===== src/rtl/pkt_framer_tx_if.sv =====
// Producer-side and link-side signals of the packet framing transmitter.
// master: the framer itself; slave: the producer/receiver pair driving it.
interface pkt_framer_tx_if #(
    parameter int DATA_W = 8,
    parameter int LEN_W  = 4
);
    logic              wr_en;
    logic [DATA_W-1:0] wr_data;
    logic              full;
    logic              start;
    logic [LEN_W-1:0]  len;
    logic              busy;
    logic              tx_ready;
    logic              valid;
    logic              head;
    logic              tail;
    logic [DATA_W-1:0] data;
    logic [15:0]       state;

    modport master (
        input  wr_en, wr_data, start, len, tx_ready,
        output full, busy, valid, head, tail, data, state
    );

    modport slave (
        output wr_en, wr_data, start, len, tx_ready,
        input  full, busy, valid, head, tail, data, state
    );
endinterface


===== src/rtl/pkt_framer_tx.sv =====
// Framing transmitter: HEAD(len), LEN body beats from a FWFT FIFO, TAIL(xor checksum).
// Latency: HEAD valid one cycle after start; L+2 valid cycles per packet at full rate.
// Backpressure: beats hold while tx_ready=0; outputs decode from registers only.
module pkt_framer_tx #(
    parameter int          DATA_W     = 8,
    parameter int          LEN_W      = 4,
    parameter int          FIFO_DEPTH = 4,
    parameter logic [15:0] STATE_IDLE = 16'h0001,
    parameter logic [15:0] STATE_HEAD = 16'h0010,
    parameter logic [15:0] STATE_DATA = 16'h0100,
    parameter logic [15:0] STATE_TAIL = 16'h1000
) (
    input  logic           clk,
    input  logic           reset,
    pkt_framer_tx_if.master lnk
);
    localparam int AW = $clog2(FIFO_DEPTH);

    typedef enum logic [15:0] {
        ST_IDLE = STATE_IDLE,
        ST_HEAD = STATE_HEAD,
        ST_DATA = STATE_DATA,
        ST_TAIL = STATE_TAIL
    } state_t;

    state_t            r_state;
    state_t            w_state_nxt;
    logic [DATA_W-1:0] r_mem [FIFO_DEPTH];
    logic [AW:0]       r_wr_ptr;
    logic [AW:0]       r_rd_ptr;
    logic [AW:0]       w_count;
    logic              w_full;
    logic              w_empty;
    logic              w_push;
    logic              w_pop;
    logic [DATA_W-1:0] w_fifo_word;
    logic [LEN_W-1:0]  r_cnt;
    logic [LEN_W-1:0]  w_cnt_nxt;
    logic [DATA_W-1:0] r_csum;
    logic [DATA_W-1:0] w_csum_nxt;
    logic              w_valid;
    logic              w_head;
    logic              w_tail;
    logic [DATA_W-1:0] w_data;

    // Pointers carry one extra bit so full and empty are distinguishable.
    assign w_count     = r_wr_ptr - r_rd_ptr;
    assign w_full      = (w_count == (AW+1)'(FIFO_DEPTH));
    assign w_empty     = (w_count == '0);
    assign w_fifo_word = r_mem[r_rd_ptr[AW-1:0]];
    assign w_push      = lnk.wr_en & ~w_full;

    always_comb begin
        w_state_nxt = r_state;
        w_cnt_nxt   = r_cnt;
        w_csum_nxt  = r_csum;
        w_pop       = 1'b0;
        w_valid     = 1'b0;
        w_head      = 1'b0;
        w_tail      = 1'b0;
        w_data      = '0;
        case (r_state)
            ST_IDLE: begin
                if (lnk.start) begin
                    w_state_nxt = ST_HEAD;
                    w_cnt_nxt   = lnk.len;
                    w_csum_nxt  = '0;
                end
            end
            ST_HEAD: begin
                w_valid = 1'b1;
                w_head  = 1'b1;
                w_data  = DATA_W'(r_cnt);
                if (lnk.tx_ready) begin
                    w_state_nxt = (r_cnt != '0) ? ST_DATA : ST_TAIL;
                end
            end
            ST_DATA: begin
                // An empty FIFO is a stall bubble, not an error.
                w_valid = ~w_empty;
                w_data  = w_empty ? '0 : w_fifo_word;
                if (!w_empty && lnk.tx_ready) begin
                    w_pop      = 1'b1;
                    w_csum_nxt = r_csum ^ w_fifo_word;
                    w_cnt_nxt  = r_cnt - LEN_W'(1);
                    if (r_cnt == LEN_W'(1)) begin
                        w_state_nxt = ST_TAIL;
                    end
                end
            end
            ST_TAIL: begin
                w_valid = 1'b1;
                w_tail  = 1'b1;
                w_data  = r_csum;
                if (lnk.tx_ready) begin
                    if (lnk.start) begin
                        w_state_nxt = ST_HEAD;
                        w_cnt_nxt   = lnk.len;
                        w_csum_nxt  = '0;
                    end else begin
                        w_state_nxt = ST_IDLE;
                    end
                end
            end
            default: w_state_nxt = ST_IDLE;
        endcase
    end

    always_ff @(posedge clk) begin
        if (reset) begin
            r_state  <= ST_IDLE;
            r_cnt    <= '0;
            r_csum   <= '0;
            r_wr_ptr <= '0;
            r_rd_ptr <= '0;
        end else begin
            r_state <= w_state_nxt;
            r_cnt   <= w_cnt_nxt;
            r_csum  <= w_csum_nxt;
            if (w_push) begin
                r_wr_ptr <= r_wr_ptr + (AW+1)'(1);
            end
            if (w_pop) begin
                r_rd_ptr <= r_rd_ptr + (AW+1)'(1);
            end
        end
    end

    // Storage needs no reset: the pointers alone define what is live.
    always_ff @(posedge clk) begin
        if (w_push) begin
            r_mem[r_wr_ptr[AW-1:0]] <= lnk.wr_data;
        end
    end

    assign lnk.full  = w_full;
    assign lnk.busy  = (r_state != ST_IDLE);
    assign lnk.valid = w_valid;
    assign lnk.head  = w_head;
    assign lnk.tail  = w_tail;
    assign lnk.data  = w_data;
    assign lnk.state = r_state;
endmodule


===== src/flat_wrapper.sv =====
// flat-port wrapper written by rule: the top's interface ports become plain ports
module pkt_framer_tx_flat 
#(
    parameter int          DATA_W     = 8,
    parameter int          LEN_W      = 4,
    parameter int          FIFO_DEPTH = 4,
    parameter logic [15:0] STATE_IDLE = 16'h0001,
    parameter logic [15:0] STATE_HEAD = 16'h0010,
    parameter logic [15:0] STATE_DATA = 16'h0100,
    parameter logic [15:0] STATE_TAIL = 16'h1000
)
  (clk, reset, lnk_wr_en, lnk_wr_data, lnk_start, lnk_len, lnk_tx_ready, lnk_full, lnk_busy, lnk_valid, lnk_head, lnk_tail, lnk_data, lnk_state);
  pkt_framer_tx_if #(.DATA_W(DATA_W), .LEN_W(LEN_W)) lnk_i ();
  input  logic clk;
  input  logic reset;
  input wire logic [$bits(lnk_i.wr_en)-1:0] lnk_wr_en;
  input wire logic [$bits(lnk_i.wr_data)-1:0] lnk_wr_data;
  input wire logic [$bits(lnk_i.start)-1:0] lnk_start;
  input wire logic [$bits(lnk_i.len)-1:0] lnk_len;
  input wire logic [$bits(lnk_i.tx_ready)-1:0] lnk_tx_ready;
  output wire logic [$bits(lnk_i.full)-1:0] lnk_full;
  output wire logic [$bits(lnk_i.busy)-1:0] lnk_busy;
  output wire logic [$bits(lnk_i.valid)-1:0] lnk_valid;
  output wire logic [$bits(lnk_i.head)-1:0] lnk_head;
  output wire logic [$bits(lnk_i.tail)-1:0] lnk_tail;
  output wire logic [$bits(lnk_i.data)-1:0] lnk_data;
  output wire logic [$bits(lnk_i.state)-1:0] lnk_state;
  assign lnk_i.wr_en = lnk_wr_en;
  assign lnk_i.wr_data = lnk_wr_data;
  assign lnk_i.start = lnk_start;
  assign lnk_i.len = lnk_len;
  assign lnk_i.tx_ready = lnk_tx_ready;
  assign lnk_full = lnk_i.full;
  assign lnk_busy = lnk_i.busy;
  assign lnk_valid = lnk_i.valid;
  assign lnk_head = lnk_i.head;
  assign lnk_tail = lnk_i.tail;
  assign lnk_data = lnk_i.data;
  assign lnk_state = lnk_i.state;
  pkt_framer_tx #(.DATA_W(DATA_W), .LEN_W(LEN_W), .FIFO_DEPTH(FIFO_DEPTH), .STATE_IDLE(STATE_IDLE), .STATE_HEAD(STATE_HEAD), .STATE_DATA(STATE_DATA), .STATE_TAIL(STATE_TAIL)) u_core (.clk(clk), .reset(reset), .lnk(lnk_i));
endmodule

===== config.mk =====
export PLATFORM = sky130hd
export DESIGN_NAME = pkt_framer_tx_flat
export DESIGN_NICKNAME = d
export VERILOG_FILES = /design/src/rtl/pkt_framer_tx_if.sv /design/src/rtl/pkt_framer_tx.sv /design/src/flat_wrapper.sv
export SDC_FILE = /design/constraint.sdc
export NUM_CORES = 1
export LEC_CHECK = 0
export BUFFER_PORTS_ARGS = -buffer_cell sky130_fd_sc_hd__buf_2
export CORE_MARGIN = 5
export CORE_UTILIZATION = 45
export CTS_CLUSTER_SIZE = 25
export DETAILED_ROUTE_END_ITERATION = 16
export PLACE_DENSITY = 0.69
export SLEW_MARGIN = 20
export SYNTH_ARGS = -nofsm -noshare
export SYNTH_HDL_FRONTEND = slang
export SYNTH_SLANG_ARGS = --single-unit

===== constraint.sdc =====
create_clock -name clk -period 3.24 [get_ports clk]
set_clock_uncertainty 0.05 [all_clocks]
set_input_delay 0.972 -clock clk [delete_from_list [all_inputs] [get_ports clk]]
set_output_delay 0.972 -clock clk [all_outputs]
set_load 0.005 [all_outputs]

# --- After elaboration in Yosys (flattened, before gate mapping) ---
# Memory sizes are Yosys's and may differ from the RTL's. A register that Yosys moved wholly into a read port is not among the register bits.
# Index checks and enable logic that the tools add are counted.
# Widths: inputs -> output; s select.
word_totals:
  regBits: 34
  ram_bits: 32
  inputBits: 17
  out_inout_bits: 29
  word_cells: 61
  n_memories: 1
memory_table:
  columns: ["memory", "depth", "width", "read_ports", "rd_ports_with_merged_regs", "write_ports", "line", "text"]
  rows:
  - ["u_core.r_mem", 4, 8, 1, 1, 1, "pkt_framer_tx.sv:28", "logic [DATA_W-1:0] r_mem [FIFO_DEPTH];"]
classes:
  add_sub_neg: 4
  n_eq_ne: 12
  mux: 27
  n_bitwise: 4
  n_reduce_logical: 8
op_table:
  columns: ["operator", "count"]
  rows:
  - ["$mux 16", 5]
  - ["$pmux 16 s4", 1]
  - ["$pmux 8 s3", 2]
  - ["$mux 8", 4]
  - ["$eq 16x1->1 const B", 1]
  - ["$eq 16x13->1 const B", 1]
  - ["$eq 16x5->1 const B", 1]
  - ["$eq 16x9->1 const B", 1]
  - ["$ne 16x1->1 const B", 1]
  - ["$mux 13", 1]
  - ["$mux 4", 3]
  - ["$pmux 4 s3", 1]
  - ["$xor 8x8->8", 1]
  - ["$add 3x1->3 const B", 2]
  - ["$mux 1", 6]
  - ["$ne 2x2->1 const B", 3]
  - ["$mux 5", 1]
  - ["$reduce_and 5->1", 1]
  - ["$eq 4x1->1 const B", 1]
  - ["$mux 2", 2]
  - ["$ne 2x1->1 const B", 2]
  - ["$reduce_bool 4->1", 1]
  - ["$sub 4x1->4 const B", 1]
  - ["$eq 3x3->1 const B", 1]
  - ["other kinds (10)", 11]

# --- Longest topological paths before layout ---
# Gate-level depths: netlist of run 1.
depth:
  word_depth: 8
  mapped_depth: 8
  mapped_depth_nobuf: 7

# --- Least setup slack after synthesis of run 1 ---
# OpenSTA, ideal clock, no wires.
synth_timing:
  kind: "flip-flop to output port"
  from: "register u_core.r_wr_ptr[0]"
  to: "output lnk_data[2]"
  t_arrival_ps: 1667
  required_ps: 2218
  path_slack_ps: 551
  path_stages_with_launch: 9
  n_path_buf: 1
  path_cell_list: "dfxtp_1 -> inv_1 -> ha_1 -> nor2b_1 -> xor2_1 -> a21oi_1 -> buf_2 -> a222oi_1 -> inv_1"
synth_between:
  elab_chain_cells: 4
synth_lines:
  columns: ["element", "line", "text"]
  rows:
  - ["start, declared", "pkt_framer_tx.sv:29", "logic [AW:0] r_wr_ptr;"]
  - ["start signal, assigned", "pkt_framer_tx.sv:121", "r_wr_ptr <= r_wr_ptr + (AW+1)'(1);"]
  - ["$sub 3x3->3", "pkt_framer_tx.sv:47", "assign w_count = r_wr_ptr - r_rd_ptr;"]
  - ["$logic_not 3->1", "pkt_framer_tx.sv:49", "assign w_empty = (w_count == '0);"]
  - ["$mux 8", "pkt_framer_tx.sv:81", "w_data = w_empty ? '0 : w_fifo_word;"]
  - ["$pmux 8 s3", "pkt_framer_tx.sv:62", "case (r_state)"]
  - ["end, declared", "flat_wrapper.sv:26", "output wire logic [$bits(lnk_i.data)-1:0] lnk_data;"]
# No other way between the ends.

==> results of run 1 <==
through the flow:
stage                     hold WS [ns]  setup slack, ns  std cells
final                            0.424            0.138        338
after global routing             0.452          0.00583        338
after CTS                        0.423           0.0363        337
after detailed placement         0.406            0.298        329
after global placement           0.398            0.362        329
after floorplan                  0.388            0.551        237
how the worst min path moves through the flow:
stage | startpoint | end | slack [ns] | cells past startpoint
2_1_floorplan | u_core.r_csum[0] | u_core.r_csum[0] | 0.39 | 1
3_3_place_gp | u_core.r_csum[4] | u_core.r_csum[4] | 0.40 | 1
3_5_place_dp | u_core.r_csum[4] | u_core.r_csum[4] | 0.41 | 1
4_1_cts | u_core.r_csum[4] | u_core.r_csum[4] | 0.42 | 1
5_1_grt | u_core.r_csum[3] | u_core.r_csum[3] | 0.45 | 1
6_report | u_core.r_csum[4] | u_core.r_csum[4] | 0.42 | 1
layout make-up:
type	instances	area (um2)
Fill cell	524	2860
Sequential cell	56	1440
Multi-Input combinational cell	147	1170
Timing Repair Buffer	39	210
Tap cell	75	93.8
Clock buffer	5	68.8
Inverter	13	48.8
Clock inverter	3	28.8
timing repair:
action,CTS,global route
buffers inserted,0,1
pin swaps,0,1
endpoints found under the setup margin,7,7
hold buffers,0,0
gates resized for setup,2,3
power groups by stage:
stage	Combinational (mW)	Sequential [mW]	Clock, mW
global placement	0.145	0.821	0
detailed placement	0.147	0.823	0
floorplan	0.117	0.811	0
global route	0.167	0.811	0.450
finish	0.150	0.806	0.409
CTS	0.149	0.807	0.420
registers in the layout (all words and copies together), names as in the netlist, named ones only:
signal / flops
u_core.r_rd_ptr: 3
u_core.r_csum: 8
u_core.r_cnt: 4
u_core.lnk.state: 4
u_core.r_mem: 32
u_core.r_wr_ptr: 3
cell families after synthesis:
logic type / synth area share
AO/OA/AOI/OAI: 0.154
XOR/XNOR: 0.0280
adder cells (fa/ha/maj): 0.0412
buffers and inverters: 0.0655
flip-flops: 0.528
multiplexers: 0.0733
other: 0.00137
AND/OR/NAND/NOR: 0.109
routing by layer:
| metal | global-route usage | vias to the layer above | wire (um) |
|---|---|---|---|
| met3 | 0.0414 | 8 | 327 |
| met5 | 0 | - | 0 |
| met2 | 0.268 | 51 | 2760 |
| li1 | - | 905 | - |
| met4 | 0.0432 | 0 | 83 |
| met1 | 0.189 | 900 | 2400 |
cell usage in the layout (no fill, tap or decap), types with 2 or more instances in the layout:
cell type	count
sky130_fd_sc_hd__a21oi_1	15
sky130_fd_sc_hd__clkbuf_8	5
sky130_fd_sc_hd__conb_1	12
sky130_fd_sc_hd__a22o_1	4
sky130_fd_sc_hd__xnor2_2	2
sky130_fd_sc_hd__edfxtp_1	32
sky130_fd_sc_hd__dfxtp_1	23
sky130_fd_sc_hd__and2_1	5
sky130_fd_sc_hd__xnor2_1	3
sky130_fd_sc_hd__or3_1	11
sky130_fd_sc_hd__mux2i_1	2
sky130_fd_sc_hd__inv_1	13
sky130_fd_sc_hd__buf_4	6
sky130_fd_sc_hd__nand2_1	10
sky130_fd_sc_hd__nand3_1	4
sky130_fd_sc_hd__a222oi_1	4
sky130_fd_sc_hd__mux4_2	8
sky130_fd_sc_hd__o2111a_1	2
sky130_fd_sc_hd__nor2_1	14
sky130_fd_sc_hd__ha_1	9
sky130_fd_sc_hd__o21ai_0	3
sky130_fd_sc_hd__a31oi_1	10
sky130_fd_sc_hd__buf_2	33
==> out/summary.md, run 1 <==
The setup TNS was 0 ns. The cell type of the slowest stage on the worst timing path is sky130_fd_sc_hd__mux4_2. For flop-to-flop paths, the worst setup slack is 1.04 ns.

After synthesis, the cell types taking the most area are sky130_fd_sc_hd__edfxtp_1 35%, sky130_fd_sc_hd__dfxtp_1 18%, sky130_fd_sc_hd__mux4_2 6.6%. The number of enable flip-flop cells after synthesis came out at 32. By count the netlist is led by 32 x sky130_fd_sc_hd__edfxtp_1, 24 x sky130_fd_sc_hd__dfxtp_1, 16 x sky130_fd_sc_hd__a21oi_1, 14 x sky130_fd_sc_hd__nor2_1, 13 x sky130_fd_sc_hd__inv_1. The flow ran to the end, and the final reports show no timing, DRC or antenna violations. The most used flip-flop cell after synthesis is sky130_fd_sc_hd__edfxtp_1. The fraction of final layout cells with drive strength greater than 1 is 0.259, and the delay of the slowest cell on the worst path is 0.55 ns.

Kind of launch point of the worst setup path: a flop. The fraction of power spent switching nets is 0.265. The reported max-cap violation count came out at 0. The count of nets left with antenna violations once routing finished came out at 0.

The run gives 2940 um2 as the placed instance area. The worst flop-to-flop path startpoint was u_core.r_wr_ptr[0]. The run gives 362 uW as the switching power. The critical path contains buffers and inverters numbering 3 combined. After detailed routing, the average wire length per cell comes to 16.5 um. The DRC marker count from the first detailed-route iteration was 92; the standby leakage power was 1.19 nW. Across the VDD grid, the largest voltage drop is 0.000231 V.

The initial standard-cell utilization of the core is 0.461. The tools report the standard-cell row count as 28. STA classifies the critical path endpoint as an output port.

The logs give 7720 um2 for the die footprint and 0 for the number of antenna violations at the first check in global routing. The post-detailed-routing wire length is 5570 um, and the synthesized instance count is 226. The clock reaches the later pin of the worst-skew pair after 0.32 ns. The signal on the critical path passes through buf_4 > mux4_2 > a222oi_1 > inv_1 > buf_2. Setup violations remaining at the end of the flow were counted as 0. The sum of overflow across all layers after global routing came out at 0. The count of clock tree sinks is 56.

In this run the tool buffered the top-level ports with 33 buffer cells. The critical path crosses 5 cells after its start point. Maximum count of clock buffers along a single path: 2.

After clock tree synthesis, the clock-pin slew on the worst setup and hold paths is 0.10 ns. The worst endpoint required time was 2.22 ns. The internal portion of the total power is 1.00 mW.

Sequential-to-total area share from yosys stat: 0.528. The count of antenna diodes in the layout came out at 0. Setup repair after global routing left no endpoint under its margin. The run gives 0.517 as the final core utilization. Grouping stages by cell kind, the critical path spends the most delay in multiplexers. By startpoint and endpoint, the worst setup path is classified as reg2out. For the number of pins with negative max-slew slack in the final report, the log shows 0.

The largest net degree at the start of global routing is 25, and the final critical-path required period is 3.10 ns. The most instantiated library cell after synthesis is sky130_fd_sc_hd__edfxtp_1. The post-synthesis to final-layout area growth is 12.2%.

Along the worst path, the maximum fanout reaches 5. In this run, synthesis produced a sequential element count of 56. The number of vias per cell after detailed routing is 5.51.

The number of nets in the finished design was 288; the final HPWL from detailed placement was 4020 um. For this design the ratio of total power to cell area is 446 nW/um2. The share of the clock period used by the worst path after layout is 0.957, and the via count of the first global-routing pass is 1869. The min-delay analysis places its worst path in the category reg2reg.

TritonCTS built the clock tree. The first detailed-routing pass took 4 iterations. The total routing resource utilization after global routing was 0.154; the combined area of all synthesized cells was 2730 um2. The H-tree generated during clock tree synthesis spans 2 levels. The die is 87.9 um wide.

The register share of total power came out at 0.591. The routed layout has 1864 vias. Post-synthesis async set-or-reset flop share: 0. The area share of the leading cell type in the synthesized netlist was 0.352; the number of remaining DRC errors was 0. Data arrives at the worst endpoint at 2.08 ns.

Number of buffers added by the clock tree synthesis step: 5. The critical path ends at lnk_data[2]. For this design the top-level I/O count stands at 46.

For the worst flop-to-flop path, the logic depth is 8. The tools report the share of total power in the clock network as 0.300. The endpoint of the lowest-slack register-to-register path was u_core.r_mem[0][0].

The logs give 50 for the number of library cell types mapped by synthesis and 5920 um2 for the standard cell core area. The floorplan step set the die height to 87.9 um. The post-layout total power came out at 1.37 mW. The average cell area after synthesis was 12.1 um2; the total non-filler cell area in the finished layout was 3060 um2. The congestion estimate from routability-driven global placement came to 0.778. The count of final hold-check violations came out at 0. Of all cell types, the one taking the most synthesized area is sky130_fd_sc_hd__edfxtp_1. The first global-routing pass estimated 9070 um of wire. The tools report the cell chosen for the clock root as sky130_fd_sc_hd__clkbuf_8. For this run, the number of Yosys warnings is 0. The logs give 0.110 for the combinational share of power and 322 MHz for the maximum frequency from static timing analysis.
Note: power is estimated with default switching activity, not from simulation.
==> run 2, diff against run 1 <==
--- a/config.mk
+++ b/config.mk
@@ -10,7 +10,7 @@
 export CORE_UTILIZATION = 45
 export CTS_CLUSTER_SIZE = 25
 export DETAILED_ROUTE_END_ITERATION = 16
-export PLACE_DENSITY = 0.69
+export PLACE_DENSITY = 0.66
 export SLEW_MARGIN = 20
 export SYNTH_ARGS = -nofsm -noshare
 export SYNTH_HDL_FRONTEND = slang
==> constraint.sdc (replaced) <==
create_clock -name clk -period 3.24 [get_ports clk]
set_clock_uncertainty 0.05 [all_clocks]
set_input_delay 0.324 -clock clk [delete_from_list [all_inputs] [get_ports clk]]
set_output_delay 0.324 -clock clk [all_outputs]
set_load 0.005 [all_outputs]
==> out/summary.md, run 2 (synthesis gave the netlist of run 1 again) <==
The fill cell total of the finished layout is 522 (-0.38%). Final HPWL from detailed placement: 3710 um (-7.8%). For the number of primary I/O pins, the log shows 46 (unchanged).

The clock slew at the register clock pins of the worst setup and hold paths was 0.10 ns (about the same). The setup TNS came out at 0 ns (unchanged). The tools report the switching power as 349 uW (-3.5%). The number of optimization iterations in the first detailed-route pass came out at 5 (+1). The logs give 0 (unchanged) for the reported max-cap violation count and 0.108 (-0.002) for the combinational share of power.

The number of hold buffers added after cts was 0 (unchanged); the width of the die was 87.9 um (unchanged). The logs give 1632 (-13%) for the via count of the first global-routing pass and 0.958 ns (+0.660 ns) for the worst slack after detailed placement. The area taken by multi-input logic gates came out at 1150 um2 (-1.6%). The total non-filler cell area in the finished layout was 3010 um2 (-1.6%). The count of clock tree sinks is 56 (unchanged), and the number of pins with negative max-slew slack in the final report is 0 (unchanged). The routed length on met3 was 318 um (-2.8%). The critical path is of the reg2out type. The tightest slew margin relative to the limit was 0.423. The logs give 0.461 (unchanged) for the initial standard-cell utilization of the core and 7720 um2 (unchanged) for the die footprint. The fraction of final layout cells with drive strength greater than 1 was 0.232 (-0.0269); the largest net degree at the start of global routing was 25 (unchanged).

The logs give 0 (unchanged) for the number of setup violations in the final report and 100 (+8.7%) for the DRC marker count from the first detailed-route iteration. STA classifies the critical path endpoint as an output port. The total via count in the routed design is 1825 (-2.1%), and the number of gates given a new drive strength after cts is 0 (-2). The number of remaining DRC errors is 0 (unchanged), and the power per standard cell area is 449 nW/um2 (+0.66%). Post-synthesis to final-layout area growth: 10.4%. The standard cell core area was 5920 um2 (unchanged); the remaining antenna violation count after routing was 0 (unchanged). The run gives 284 (-1.4%) as the number of nets in the finished design. The post-detailed-routing wire length came out at 5160 um (-7.3%).

For the total setup buffers inserted after CTS, the log shows 0 (unchanged). The worst-case vdd ir drop was 0.000244 V (+5.4%). Routed signal wires occupy layers up through met4. Fraction of power spent switching nets: 0.259 (-0.00681). The maximum frequency from static timing analysis came out at 379 MHz (+17%). The placed instance area was 2920 um2 (-0.77%).

The internal portion of total power came out at 1.00 mW (about the same). Sum of overflow across all layers after global routing: 0 (unchanged). Worst endpoint required time: 2.87 ns (+0.65 ns). The logs give 0.509 (-0.00845) for the final core utilization and 5 (unchanged) for the number of buffers added by the clock tree synthesis step. The per-cell routed wire length was 15.5 um (-6.2%); the count of final hold-check violations was 0 (unchanged). The count of antenna diodes in the layout was 0 (unchanged).

TritonCTS built the clock tree. The port buffer count came out at 33 (unchanged). Share of the clock period used by the worst path after layout: 0.815 (-0.142). In this run the worst hold path is classified as in2reg. In the layout the commonest cells are 33 x sky130_fd_sc_hd__buf_2, 32 x sky130_fd_sc_hd__edfxtp_1, 24 x sky130_fd_sc_hd__dfxtp_1. The tools report the met2 wirelength from detailed routing as 2520 um (-8.5%). The wire length of the first global-routing pass was 8220 um (-9.4%).

The standby leakage power was 1.17 nW (-1.8%); the maximum count of clock buffers along a single path was 2 (unchanged). For the worst-case setup margin in the final layout, the log shows 0.599 ns (+0.461 ns). STA classifies the critical path startpoint as a flop. Setup repair after global routing left no endpoint under its margin. The cell chosen for the clock root was sky130_fd_sc_hd__clkbuf_8. The placer's final routability congestion estimate was 0.779 (about the same). The deepest level of the CTS H-tree is 2 (unchanged), and the arrival time at the worst endpoint is 2.27 ns (+0.19 ns). The run gives 0.31 ns (about the same) as the source-to-sink clock delay at the later pin of the worst-skew pair.

The most common cell after layout, fill and taps aside is sky130_fd_sc_hd__buf_2. The final critical-path required period was 2.64 ns (-0.461 ns). The number of flip-flops in the largest register was 32 (unchanged). The run gives 1440 um2 (about the same) as the footprint of the flip-flops and latches. The maximum fanout count along the critical path came out at 11 (+6).

The total routing resource utilization after global routing was 0.137 (-0.0169); the number of vias per cell after detailed routing was 5.46 (-0.92%). The tools report the met1 routed wirelength after detailed routing as 2290 um (-4.6%). The flow ran to the end, and the final reports show no timing, DRC or antenna violations. The chip height is 87.9 um (unchanged), and the register share of total power is 0.596 (+0.005).

The share of total power in the clock network is 0.297 (-0.003), and the number of antenna violations at the first check in global routing is 0 (unchanged). At the pin with the least slew margin, the transition time is 0.859 ns. The standard-cell row count is 28 (unchanged).
run 2: changes by cell type in the layout (fill, tap and decap cells not counted), sizes merged:
| cell | delta |
|---|---|
| buf | -4 |
run 2: per-stage QoR:
step	power, mW	cells	hold slack [ns]
after floorplan	0.928	237	0.373
after global placement	0.965	326	0.398
after detailed placement	0.967	326	0.410
after CTS	1.37	334	0.162
after global routing	1.42	334	0.164
final	1.35	334	0.171
run 2: power by group through the flow:
stage          Clock (mW)  Combinational [mW]  Sequential, mW
5_1_grt             0.445               0.163           0.809
2_1_floorplan           0               0.117           0.811
4_1_cts             0.413               0.146           0.805
6_report            0.401               0.145           0.805
3_3_place_gp            0               0.144           0.821
3_5_place_dp            0               0.145           0.821
run 2: final timing paths:
check	endpoint	cells past startpoint	slack (ns)	from
worst max-delay path	lnk_data[1]	9	0.60	u_core.r_wr_ptr[0]
worst min-delay path	u_core.r_mem[2][5]	1	0.17	lnk_wr_data[5]
worst max register to register	u_core.r_mem[0][1]	7	0.99	u_core.r_wr_ptr[0]
worst min register to register	u_core.r_csum[5]	1	0.42	u_core.r_csum[5]
run 2: layout make-up:
cell class	instances	share of cell area
flip-flops and latches	56	0.478
multi-input cells	147	0.382
repair buffers	35	0.0598
well taps	75	0.0311
clock buffers	5	0.0228
inverters	13	0.0162
clock inverters	3	0.00955
run 2: critical path, stage by stage (launching register included):
cell	delay [ns]
sky130_fd_sc_hd__dfxtp_1	0.34
sky130_fd_sc_hd__inv_1	0.13
sky130_fd_sc_hd__ha_1	0.15
sky130_fd_sc_hd__nor2b_1	0.26
sky130_fd_sc_hd__xor2_1	0.27
sky130_fd_sc_hd__a21oi_1	0.10
sky130_fd_sc_hd__buf_4	0.20
sky130_fd_sc_hd__a222oi_1	0.30
sky130_fd_sc_hd__inv_1	0.08
sky130_fd_sc_hd__buf_2	0.13
run 2: routing by layer:
metal  track usage  vias to the layer above
met2         0.228                       60
met5             0                        -
met1         0.183                      863
met3        0.0226                        4
li1              -                      898
met4        0.0460                        0
==> run 3, diff against run 2 <==
==> constraint.sdc (replaced) <==
create_clock -name clk -period 2.6 [get_ports clk]
set_clock_uncertainty 0.05 [all_clocks]
set_input_delay 0.26 -clock clk [delete_from_list [all_inputs] [get_ports clk]]
set_output_delay 0.26 -clock clk [all_outputs]
set_load 0.005 [all_outputs]
==> out/summary.md, run 3 (synthesis gave the netlist of run 1 again) <==
The startpoint-to-endpoint class of the critical path is reg2out. The total via count in the routed design is 1875 (+2.7%), and the count of antenna diodes in the layout is 0 (unchanged). The worst flop-to-flop path startpoint is u_core.r_wr_ptr[0]. The per-cell routed wire length came out at 15.9 um (+2.7%).

The worst hold path belongs to the class in2reg. The die footprint was 7720 um2 (unchanged). The tools report the number of setup violations in the final report as 0 (unchanged). The power per standard cell area is 551 nW/um2 (+23%). TritonCTS built the clock tree. The share of the clock period used by the worst path after layout works out to 0.934. Most common cell after layout, fill and taps aside: sky130_fd_sc_hd__buf_2.

The tools report the reported max-cap violation count as 0 (unchanged). The port buffer count was 33 (unchanged). The fraction of final layout cells with drive strength greater than 1 is 0.255 (+0.0231), and the fill cell total of the finished layout is 528 (+1.1%). STA classifies the critical path endpoint as an output port. Number of buffers added by the clock tree synthesis step: 5 (unchanged). Actual slew at the worst max-slew pin: 0.498 ns (-0.362 ns).

The logs give 67 (-33%) for the DRC marker count from the first detailed-route iteration and 1170 um2 (+1.3%) for the area taken by multi-input logic gates. The logs give 2.12 ns (-0.15 ns) for the arrival time at the worst endpoint and 2 (unchanged) for the deepest level of the CTS H-tree. The logs give 288 (+1.4%) for the number of nets in the finished design and 3060 um2 (+1.5%) for the total non-filler cell area in the finished layout. The run gives 0.816 (+4.7%) as the placer's final routability congestion estimate. The remaining antenna violation count after routing was 0 (unchanged); the number of flip-flops in the largest register was 32 (unchanged).

The logs give 2.29 ns (-0.58 ns) for the worst endpoint required time and 412 MHz for the maximum frequency from static timing analysis. The tools report the final HPWL from detailed placement as 3860 um (+4.2%). For the wire length of the first global-routing pass, the log shows 8650 um (+5.2%). For the number of optimization iterations in the first detailed-route pass, the log shows 4 (-1).

The number of hold buffers added after cts is 0 (unchanged). Count of clock tree sinks: 56 (unchanged). The flow ran to the end, and the final reports show no timing, DRC or antenna violations. The tools report the count of final hold-check violations as 0 (unchanged).

The total routing resource utilization after global routing was 0.144 (+0.00691); the maximum count of clock buffers along a single path was 2 (unchanged). The run gives 0 ns (unchanged) as the setup TNS. For the post-detailed-routing wire length, the log shows 5360 um (+3.9%). Via count of the first global-routing pass: 1739 (+6.6%).

Number of remaining DRC errors: 0 (unchanged). For the worst slack after detailed placement, the log shows 0.372 ns (-0.586 ns). The final critical-path required period came out at 2.43 ns. The standard-cell row count is 28 (unchanged), and the sum of overflow across all layers after global routing is 0 (unchanged). The maximum fanout count along the critical path is 11 (unchanged), and the placed instance area is 2940 um2 (+0.77%).

The cell chosen for the clock root was sky130_fd_sc_hd__clkbuf_8. The tightest slew margin relative to the limit was 0.665 (+0.242). The critical path starts at u_core.r_wr_ptr[0]. For the worst-case setup margin in the final layout, the log shows 0.171 ns (-0.428 ns). The run gives 0.107 ns (-0.0638 ns) as the final-layout worst hold slack. The number of antenna violations at the first check in global routing was 0 (unchanged); the width of the die was 87.9 um (unchanged). The post-layout instance count excluding filler cells came out at 338 (+1.2%).

The post-layout total power is 1.69 mW (+25%), and the chip height is 87.9 um (unchanged). Footprint of the flip-flops and latches: 1440 um2 (about the same). The source-to-sink clock delay at the later pin of the worst-skew pair is 0.31 ns (about the same), and the number of pins with negative max-slew slack in the final report is 0 (unchanged). In the layout the commonest cells are 33 x sky130_fd_sc_hd__buf_2, 32 x sky130_fd_sc_hd__edfxtp_1, 23 x sky130_fd_sc_hd__dfxtp_1. The tools report the kind of launch point of the worst setup path as a flop.

The final core utilization is 0.516 (+0.00740), and the clock slew at the register clock pins of the worst setup and hold paths is 0.11 ns (about the same). The number of primary I/O pins is 46 (unchanged), and the number of vias per cell after detailed routing is 5.55 (+1.5%). The initial standard-cell utilization of the core is 0.461 (unchanged), and the largest net degree at the start of global routing is 25 (unchanged). Compared with the post-synthesis result, the final layout area differs by 12.0%. The worst-case vdd ir drop came out at 0.000241 V (-1.3%). The worst hold path begins at lnk_wr_data[3].

For the placed cell count, the log shows 329 (+0.92%). The run gives 1.19 nW (+1.9%) as the standby leakage power. The standard cell core area is 5920 um2 (unchanged).
==> run 3: final timing paths <==
| kind | endpoint | slack (ns) | cells past startpoint |
|---|---|---|---|
| setup / recovery | lnk_data[1] | 0.17 | 9 |
| hold / removal | u_core.r_mem[1][3] | 0.11 | 1 |
| setup reg to reg | u_core.r_mem[2][2] | 0.47 | 8 |
| hold reg to reg | u_core.r_csum[4] | 0.42 | 1 |
==> run 3: metal layers <==
metal / part of all wire / global-route usage / up-vias
met2: 0.50 / 0.238 / 47
met3: 0.051 / 0.0245 / 7
met1: 0.43 / 0.190 / 920
li1: - / - / 901
met4: 0.015 / 0.0558 / 0
met5: 0 / 0 / -
==> run 3: worst max-delay path: stages, from the launching register on <==
cell                       delay [ns]
sky130_fd_sc_hd__dfxtp_1         0.34
sky130_fd_sc_hd__inv_1           0.14
sky130_fd_sc_hd__ha_1            0.18
sky130_fd_sc_hd__nor2b_4         0.20
sky130_fd_sc_hd__xor2_2          0.16
sky130_fd_sc_hd__a21oi_1         0.08
sky130_fd_sc_hd__buf_4           0.18
sky130_fd_sc_hd__a222oi_1        0.35
sky130_fd_sc_hd__inv_1           0.06
sky130_fd_sc_hd__buf_2           0.13
==> run 3: final cells by class <==
type,instances,share of cell area
Tap cell,75,0.0307
Multi-Input combinational cell,147,0.381
Timing Repair Buffer,39,0.0688
Inverter,13,0.0160
Sequential cell,56,0.472
Clock inverter,3,0.00860
Clock buffer,5,0.0225
==> run 3: repair_timing <==
item	4_1_cts	5_1_grt
setup endpoints to repair	0	4
setup buffers	0	1
gates resized for setup	0	4
==> run 3: power breakdown <==
part           leakage (nW)  switching, mW  internal (mW)
clock                0.0495          0.296          0.201
sequential            0.489         0.0283          0.976
combinational         0.655          0.112         0.0722
total                  1.19          0.436           1.25
